### config.mk
export PLATFORM = sky130hd
export DESIGN_NAME = audio_dac_player
export DESIGN_NICKNAME = d
export VERILOG_FILES = /design/src/rtl/audio_dac_player.sv
export SDC_FILE = /design/constraint.sdc
export NUM_CORES = 1
export LEC_CHECK = 0
export CAP_MARGIN = 0
export CORE_MARGIN = 3
export CORE_UTILIZATION = 40
export DETAILED_ROUTE_END_ITERATION = 12
export SYNTH_ARGS = -nofsm -noshare
export SYNTH_HDL_FRONTEND = slang
export SYNTH_SLANG_ARGS = --single-unit
### constraint.sdc
create_clock -name i_clk -period 3.15 [get_ports i_clk]
set_input_delay 0.63 -clock i_clk [delete_from_list [all_inputs] [get_ports i_clk]]
set_output_delay 0.63 -clock i_clk [all_outputs]
set_load 0.005 [all_outputs]
### src/rtl/audio_dac_player.sv
// ============================================================================
// Module  : audio_dac_player
// Brief   : FIFO-buffered I2S mono-to-stereo serialiser for the WM8731 DAC.
//           Optional macro AUDIO_DAC_UNDERRUN_HOLD_EN repeats the last sample
//           on underrun instead of playing silence.
// Rev     : 1.0  initial release
// ============================================================================
`default_nettype none

module audio_dac_player #(
  parameter int DATA_W     = 16,
  parameter int FIFO_DEPTH = 4,
  parameter int CNT_W      = 8
) (
  input  logic              i_clk,
  input  logic              i_rst_n,
  input  logic              i_en,
  input  logic              i_valid,
  input  logic [DATA_W-1:0] i_data,
  output logic              o_ready,
  input  logic              i_daclrck,
  output logic              o_aud_dacdat,
  output logic [CNT_W-1:0]  o_underrun_cnt,
  output logic              o_busy
);

  localparam int c_PTR_W = $clog2(FIFO_DEPTH);
  localparam int c_FCNT_W = c_PTR_W + 1;
  localparam int c_BIT_W = $clog2(DATA_W);

  typedef enum logic [2:0] {
    ST_IDLE   = 3'd0,
    ST_SEND_L = 3'd1,
    ST_PAD_L  = 3'd2,
    ST_SEND_R = 3'd3,
    ST_PAD_R  = 3'd4
  } state_t;

  state_t              r_state;
  logic                r_lrck_d;
  logic [DATA_W-1:0]   r_shift;
  logic [DATA_W-1:0]   r_last;
  logic [c_BIT_W-1:0]  r_bitcnt;
  logic [DATA_W-1:0]   r_mem [FIFO_DEPTH];
  logic [c_PTR_W-1:0]  r_wr_ptr;
  logic [c_PTR_W-1:0]  r_rd_ptr;
  logic [c_FCNT_W-1:0] r_count;

  logic              w_fall;
  logic              w_rise;
  logic              w_empty;
  logic              w_push;
  logic              w_pop;
  logic              w_in_right;
  logic              w_in_left;
  logic              w_left_start;
  logic              w_right_start;
  logic [DATA_W-1:0] w_underrun_val;
  logic [DATA_W-1:0] w_load_val;

  assign w_fall  = r_lrck_d & ~i_daclrck;
  assign w_rise  = ~r_lrck_d & i_daclrck;
  assign w_empty = (r_count == '0);
  assign o_ready = (r_count != c_FCNT_W'(FIFO_DEPTH));
  assign w_push  = i_valid & o_ready;

  assign w_in_right    = (r_state == ST_SEND_R) || (r_state == ST_PAD_R);
  assign w_in_left     = (r_state == ST_SEND_L) || (r_state == ST_PAD_L);
  assign w_left_start  = w_fall & i_en & (w_in_right || (r_state == ST_IDLE));
  assign w_right_start = w_rise & w_in_left;
  // Pop decision uses the registered count only, so a same-cycle push cannot bypass.
  assign w_pop         = w_left_start & ~w_empty;

`ifdef AUDIO_DAC_UNDERRUN_HOLD_EN
  assign w_underrun_val = r_last;
`else
  assign w_underrun_val = '0;
`endif

  assign w_load_val = w_empty ? w_underrun_val : r_mem[r_rd_ptr];

  always_ff @(posedge i_clk) begin
    if (w_push) r_mem[r_wr_ptr] <= i_data;
  end

  always_ff @(posedge i_clk or negedge i_rst_n) begin
    if (!i_rst_n) begin
      r_wr_ptr <= '0;
      r_rd_ptr <= '0;
      r_count  <= '0;
    end else begin
      if (w_push) r_wr_ptr <= r_wr_ptr + 1'b1;
      if (w_pop)  r_rd_ptr <= r_rd_ptr + 1'b1;
      case ({w_push, w_pop})
        2'b10:   r_count <= r_count + 1'b1;
        2'b01:   r_count <= r_count - 1'b1;
        default: r_count <= r_count;
      endcase
    end
  end

  always_ff @(posedge i_clk or negedge i_rst_n) begin
    if (!i_rst_n) begin
      r_state        <= ST_IDLE;
      r_lrck_d       <= 1'b0;
      r_shift        <= '0;
      r_last         <= '0;
      r_bitcnt       <= '0;
      o_aud_dacdat   <= 1'b0;
      o_underrun_cnt <= '0;
      o_busy         <= 1'b0;
    end else begin
      r_lrck_d <= i_daclrck;
      // LRCK edges take priority over the shifter, which truncates short frames.
      if (w_left_start) begin
        r_state      <= ST_SEND_L;
        r_shift      <= w_load_val;
        r_last       <= w_load_val;
        o_aud_dacdat <= w_load_val[DATA_W-1];
        r_bitcnt     <= '0;
        o_busy       <= 1'b1;
        if (w_empty && (o_underrun_cnt != '1))
          o_underrun_cnt <= o_underrun_cnt + 1'b1;
      end else if (w_right_start) begin
        r_state      <= ST_SEND_R;
        r_shift      <= r_last;
        o_aud_dacdat <= r_last[DATA_W-1];
        r_bitcnt     <= '0;
        o_busy       <= 1'b1;
      end else if (w_fall && w_in_right) begin
        r_state      <= ST_IDLE;
        o_aud_dacdat <= 1'b0;
        r_bitcnt     <= '0;
        o_busy       <= 1'b0;
      end else begin
        case (r_state)
          ST_SEND_L, ST_SEND_R: begin
            if (r_bitcnt == c_BIT_W'(DATA_W - 1)) begin
              r_state      <= (r_state == ST_SEND_L) ? ST_PAD_L : ST_PAD_R;
              o_aud_dacdat <= 1'b0;
            end else begin
              r_bitcnt     <= r_bitcnt + 1'b1;
              r_shift      <= r_shift << 1;
              o_aud_dacdat <= r_shift[DATA_W-2];
            end
          end
          default: o_aud_dacdat <= 1'b0;
        endcase
      end
    end
  end

endmodule

`default_nettype wire
After elaboration in Yosys (flattened, before gate mapping)
Memory sizes are Yosys's and may differ from the RTL's.
Cells that the tools add are included.
{"block": "classes", "add_sub_neg": 6, "n_bitwise": 10, "n_mux": 28, "eq_ne": 12, "reduce_logical": 17}
{"op": "$mux 15", "n": 5}
{"op": "$mux 4", "n": 5}
{"op": "$mux 3", "n": 6}
{"op": "$mux 16", "n": 1}
{"op": "$mux 1", "n": 10}
{"op": "$ne 3x3->1 const B", "n": 3}
{"op": "$add 8x1->8 const B", "n": 1}
{"op": "$ne 8x8->1 const B", "n": 1}
{"op": "$reduce_bool 4->1", "n": 2}
{"op": "$and 1x1->1", "n": 7}
{"op": "$eq 3x2->1 const B", "n": 2}
{"op": "$logic_not 3->1", "n": 2}
{"op": "$pmux 3 s2", "n": 1}
{"op": "$reduce_and 2->1", "n": 3}
{"op": "$reduce_bool 3->1", "n": 2}
{"op": "$add 2x1->2 const B", "n": 2}
{"op": "$add 4x1->4 const B", "n": 1}
{"op": "$eq 4x4->1 const B", "n": 1}
{"op": "$ne 4x4->1 const B", "n": 1}
{"op": "$add 3x1->3 const B", "n": 1}
{"op": "$eq 3x1->1 const B", "n": 1}
{"op": "$eq 3x3->1 const B", "n": 1}
{"op": "$logic_or 1x1->1", "n": 3}
{"op": "$not 1->1", "n": 3}
{"op": "other kinds (7)", "n": 8}
{"block": "word_totals", "mem_count": 1, "regBits": 56, "mem_bits_rw": 64, "elab_cells": 85}
{"name": "r_mem", "words": 4, "width": 16, "rd": 1, "rd_ports_with_merged_regs": 0, "write_ports": 1, "line": "44", "source": "logic [DATA_W-1:0] r_mem [FIFO_DEPTH];"}

Depth between registers and ports, before layout
{"block": "depth", "word_depth": 7, "depth_mapped": 12, "depth_no_buf": 10}

Worst setup path after synthesis
OpenSTA, ideal clock, no wires.
{"block": "synth_path", "kind": "in2reg", "from": "in i_daclrck", "to": "reg r_count[2]", "cell_stages": 11, "n_path_buf": 2, "setup_time_ns": 0.079, "setup_slack_ns": 0.555, "required_ns": 3.071, "arrival_time_ns": 2.516, "cell_sequence": "nand3b_2 a21o_1 buf_2 buf_2 nor2_1 ha_1 inv_1 fa_1 xor2_1 nor2_1 xor2_1"}
{"block": "synth_between", "elab_chain_cells": 7, "word_cells_on_any_way": 9, "cone_classes": "2 x eq/ne; 1 x mux; 5 x bitwise; 1 x reduce/logical"}
{"element": "start: declaration", "line": "21", "source": "input logic i_daclrck,"}
{"element": "$not 1->1 (*)", "line": "61", "source": "assign w_fall = r_lrck_d & ~i_daclrck;"}
{"element": "$and 1x1->1 (*)", "line": "61"}
{"element": "$and 1x1->1 (*) (2 in a row)", "line": "69", "source": "assign w_left_start = w_fall & i_en & (w_in_right || (r_state == ST_IDLE));"}
{"element": "$and 1x1->1 (*)", "line": "72", "source": "assign w_pop = w_left_start & ~w_empty;"}
{"element": "via w_pop", "line": "53", "source": "logic w_pop;"}
{"element": "$eq 2x1->1 or $eq 2x2->1 (tied branches)", "line": "94", "source": "case ({w_push, w_pop})"}
{"element": "$pmux 3 s2 or $reduce_bool 2->1 (tied branches)"}
{"element": "end signal: assignment", "line": "95", "source": "2'b10: r_count <= r_count + 1'b1;"}
{"element": "end signal: assignment", "line": "96", "source": "2'b01: r_count <= r_count - 1'b1;"}
{"element": "end signal: assignment", "line": "97", "source": "default: r_count <= r_count;"}
{"element": "end: declaration", "line": "47", "source": "logic [c_FCNT_W-1:0] r_count;"}
Mark *: on every way through the listed nets, which the timed path passes. The rest lies on a longest branch.
A chain may end at the register's enable or synchronous reset.

Worst setup path after layout
{"block": "layout_path", "from": "reg r_state[0]", "to": "reg r_shift[7]"}
{"block": "layout_between", "elab_chain_cells": 6, "word_cells_on_any_way": 18, "cone_classes": "6 x eq/ne; 2 x mux; 2 x bitwise; 8 x reduce/logical"}
{"element": "start: declaration", "line": "39", "source": "state_t r_state;"}
{"element": "start signal: assignment", "line": "139", "source": "r_state <= (r_state == ST_SEND_L) ? ST_PAD_L : ST_PAD_R;"}
{"element": "$eq 3x2->1 or $eq 3x3->1 (tied branches)", "line": "67, 136"}
{"element": "$logic_or 1x1->1", "line": "67", "source": "assign w_in_right = (r_state == ST_SEND_R) || (r_state == ST_PAD_R);"}
{"element": "$logic_or 1x1->1", "line": "69"}
{"element": "$and 1x1->1", "line": "69"}
{"element": "$ne 3x3->1 (no source line) or $reduce_bool 3->1 (tied branches)"}
{"element": "$reduce_and 3->1 (no source line)"}
{"element": "end signal: assignment", "line": "117", "source": "r_shift <= w_load_val;"}
{"element": "end signal: assignment", "line": "126", "source": "r_shift <= r_last;"}
{"element": "end signal: assignment", "line": "143", "source": "r_shift <= r_shift << 1;"}
{"element": "end: declaration", "line": "41", "source": "logic [DATA_W-1:0] r_shift;"}
Several ways; a longest one is shown, not always the timed one.

==> qor.yml <==
drt_iter0_drc: 207
clk_latency_ns: 0.41
postCtsSetupRepairBufs: 0
multi_input_area_sq_mm: 0.001917
fin_crit_sh_pct: 82.45
synth_edf_count: 64
globalplace.congestion: 0.7672
crit_required_ns: 3.44
criticalPathCategory: "reg -> reg"
yosys-top-cells-count: "edfxtp_1 (64), dfrtp_1 (56), nand3_1 (42)"
holdBufCountCts: 0
r2r-end: "r_shift[7]"
worstSetupEndpointType: "flip-flop"
finalWorstSetupSlack_ns: 0.5528
ir_drop_v: 0.0003926
p_per_area_mw_per_mm2: 668.6
worst_slew_pin_slew_ns: 1.061
ys_ff_latch: 120
cts-resized-gates: 0
num_vias: 3394
synth_nets: 425
route.detailed.drc: 0
cts_buffers: 17
hold_path_class: "in -> async"
maxCapViolCount: 0
num_rows: 41
yosys.area.top_type: "edfxtp_1"
final.fill_count: 1151
ys_seq_area_share_pct: 61.40
antenna_left: 0
clk_pin_slew_ns: 0.06
status: "finished clean"
grt_max_degree: 44
fmax_mhz: 385.0
p_leak_nw: 2.532
netlist_area_sq_mm: 0.005413
hold_viol: 0
cts_sinks: 120
start_util_pct: 41.87
antennaDiodeCount: 0
synth.area.top_cells: "edfxtp_1 (36%), dfrtp_1 (26%), mux4_1 (4.9%)"
die_area_sq_mm: 0.01496
dr.pass1.iters: 4
cts-root-buf: "clkbuf_16"
grt_pass1_wl_um: 18060
io_buffers: 31
die_y_um: 122.3
h-tree-depth: 4
cts_max_path_buffers: 2
reg2reg_depth: 5
synthArstFlopShare_pct: 46.67
post_drt_wl_per_cell_um: 17.48
synth_most_common_cell: "edfxtp_1"
critPathLaunch: "r_state[0]"
tns_ns: 0
final_util_pct: 50.35
rsz0062_at_grt: "no"
grt_antenna_before_repair: 0
fin_cells: 621
cts_tree: "yes"
setup_viol_count_final: 0
dpl_worst_slack_ns: 0.1755
vias_per_cell: 5.465
coreArea_sq_mm: 0.01293
post-place-cells: 589
drive_gt1_share_pct: 17.59
num-nets-final: 465
yosysTopAreaCellShare_pct: 35.51
period_minus_slack_ns: 2.597
start_kind: "flip-flop"
worst_r2r_startpoint: "r_state[0]"
grt_usage_pct: 15.81
hold_ws_ns: 0.3786
die_x_um: 122.3
syn_avg_cell_area_sq_um: 13.67
grt_overflow: 0
critPathArrivalTime_ns: 2.89
synth_cell_type_count: 51
maxSlewViolCount: 0
grt_pass1_vias: 3471
crit_path_max_fanout: 15
syn2layout_area_growth_pct: 20.25
synth_warnings: 0
synth_ff_type: "edfxtp_1"
synthCells: 396
routed_wirelength_um: 10860
slew_headroom_pct: 28.73
regArea_sq_mm: 0.003323
num_io_pins: 32
place_hpwl_um: 6768
reg2reg_slack_ns: 0.55
skew_ns: 0.008321
cell families (layout without fill, tap and decap cells):
group                    count (synthesis)  after routing  synth area share, %
AO/OA/AOI/OAI                           60             60                8.183
XOR/XNOR                                18             18                3.052
adder cells (fa/ha/maj)                  8              8                1.988
buffers and inverters                   34             87                3.190
flip-flops                             120            120                61.40
multiplexers                            33             33                10.86
AND/OR/NAND/NOR                        123            123                11.33
worst max path at each step:
stage	slack (ns)	endpoint	cells after the start
floorplan	0.55	r_count[2]	11
global placement	0.29	r_count[2]	10
detailed placement	0.18	r_count[2]	10
CTS	0.49	r_shift[7]	5
global route	0.34	r_shift[12]	5
finish	0.55	r_shift[7]	5
cell type report:
type                       count  area share (%)
multi-input combinational    242           29.45
sequential                   120           51.06
inverter                       8          0.4614
timing repair buffer          47           6.536
clock inverter                11           2.268
clock buffer                  21           6.920
tap                          172           3.306
critical path, cell delays in order (launching register included):
cell     delay, ns
dfrtp_1       0.52
xnor2_1       0.91
nor2_1        0.23
nor3_4        0.21
buf_4         0.25
mux2_2        0.36
cell usage in the layout (no fill, tap or decap), types with 10 or more instances in the layout:
master,instances
edfxtp_1,64
buf_4,16
nand2_1,40
nand3_1,42
clkbuf_16,17
clkdlybuf4s50_1,30
a31oi_1,15
a221oi_1,10
nor2_1,11
mux4_1,10
dfrtp_1,56
o21ai_0,17
mux2_2,16
sequential cells by signal (all words and copies together), names as in the netlist:
name,cells
r_last,16
r_count,3
r_shift,15
r_rd_ptr,2
r_wr_ptr,2
r_bitcnt,4
r_mem,64
o_aud_dacdat,1
o_underrun_cnt,8
r_lrck_d,1
r_state,3
o_busy,1
metal layers:
layer	share of wire, %	vias up	wire (um)	global-route usage [%]
met5	0	-	0	0
met4	1.4	0	157	6.298
met3	4.4	11	480	4.839
met2	47	67	5059	23.91
met1	48	1730	5160	21.44
li1	-	1586	-	-
stage by stage:
step	instance area [sq um]	total power, mW
floorplan	5413	2.238
global placement	5911	2.418
detailed placement	5911	2.442
CTS	6509	4.409
global route	6509	4.541
finish	6509	4.352
power by group:
part	leakage (nW)	internal, mW	switching [mW]
Sequential	1.32	1.88	0.0596
Combinational	0.921	0.168	0.299
Clock	0.292	1.27	0.683
Note: power is estimated with default switching activity, not from simulation.
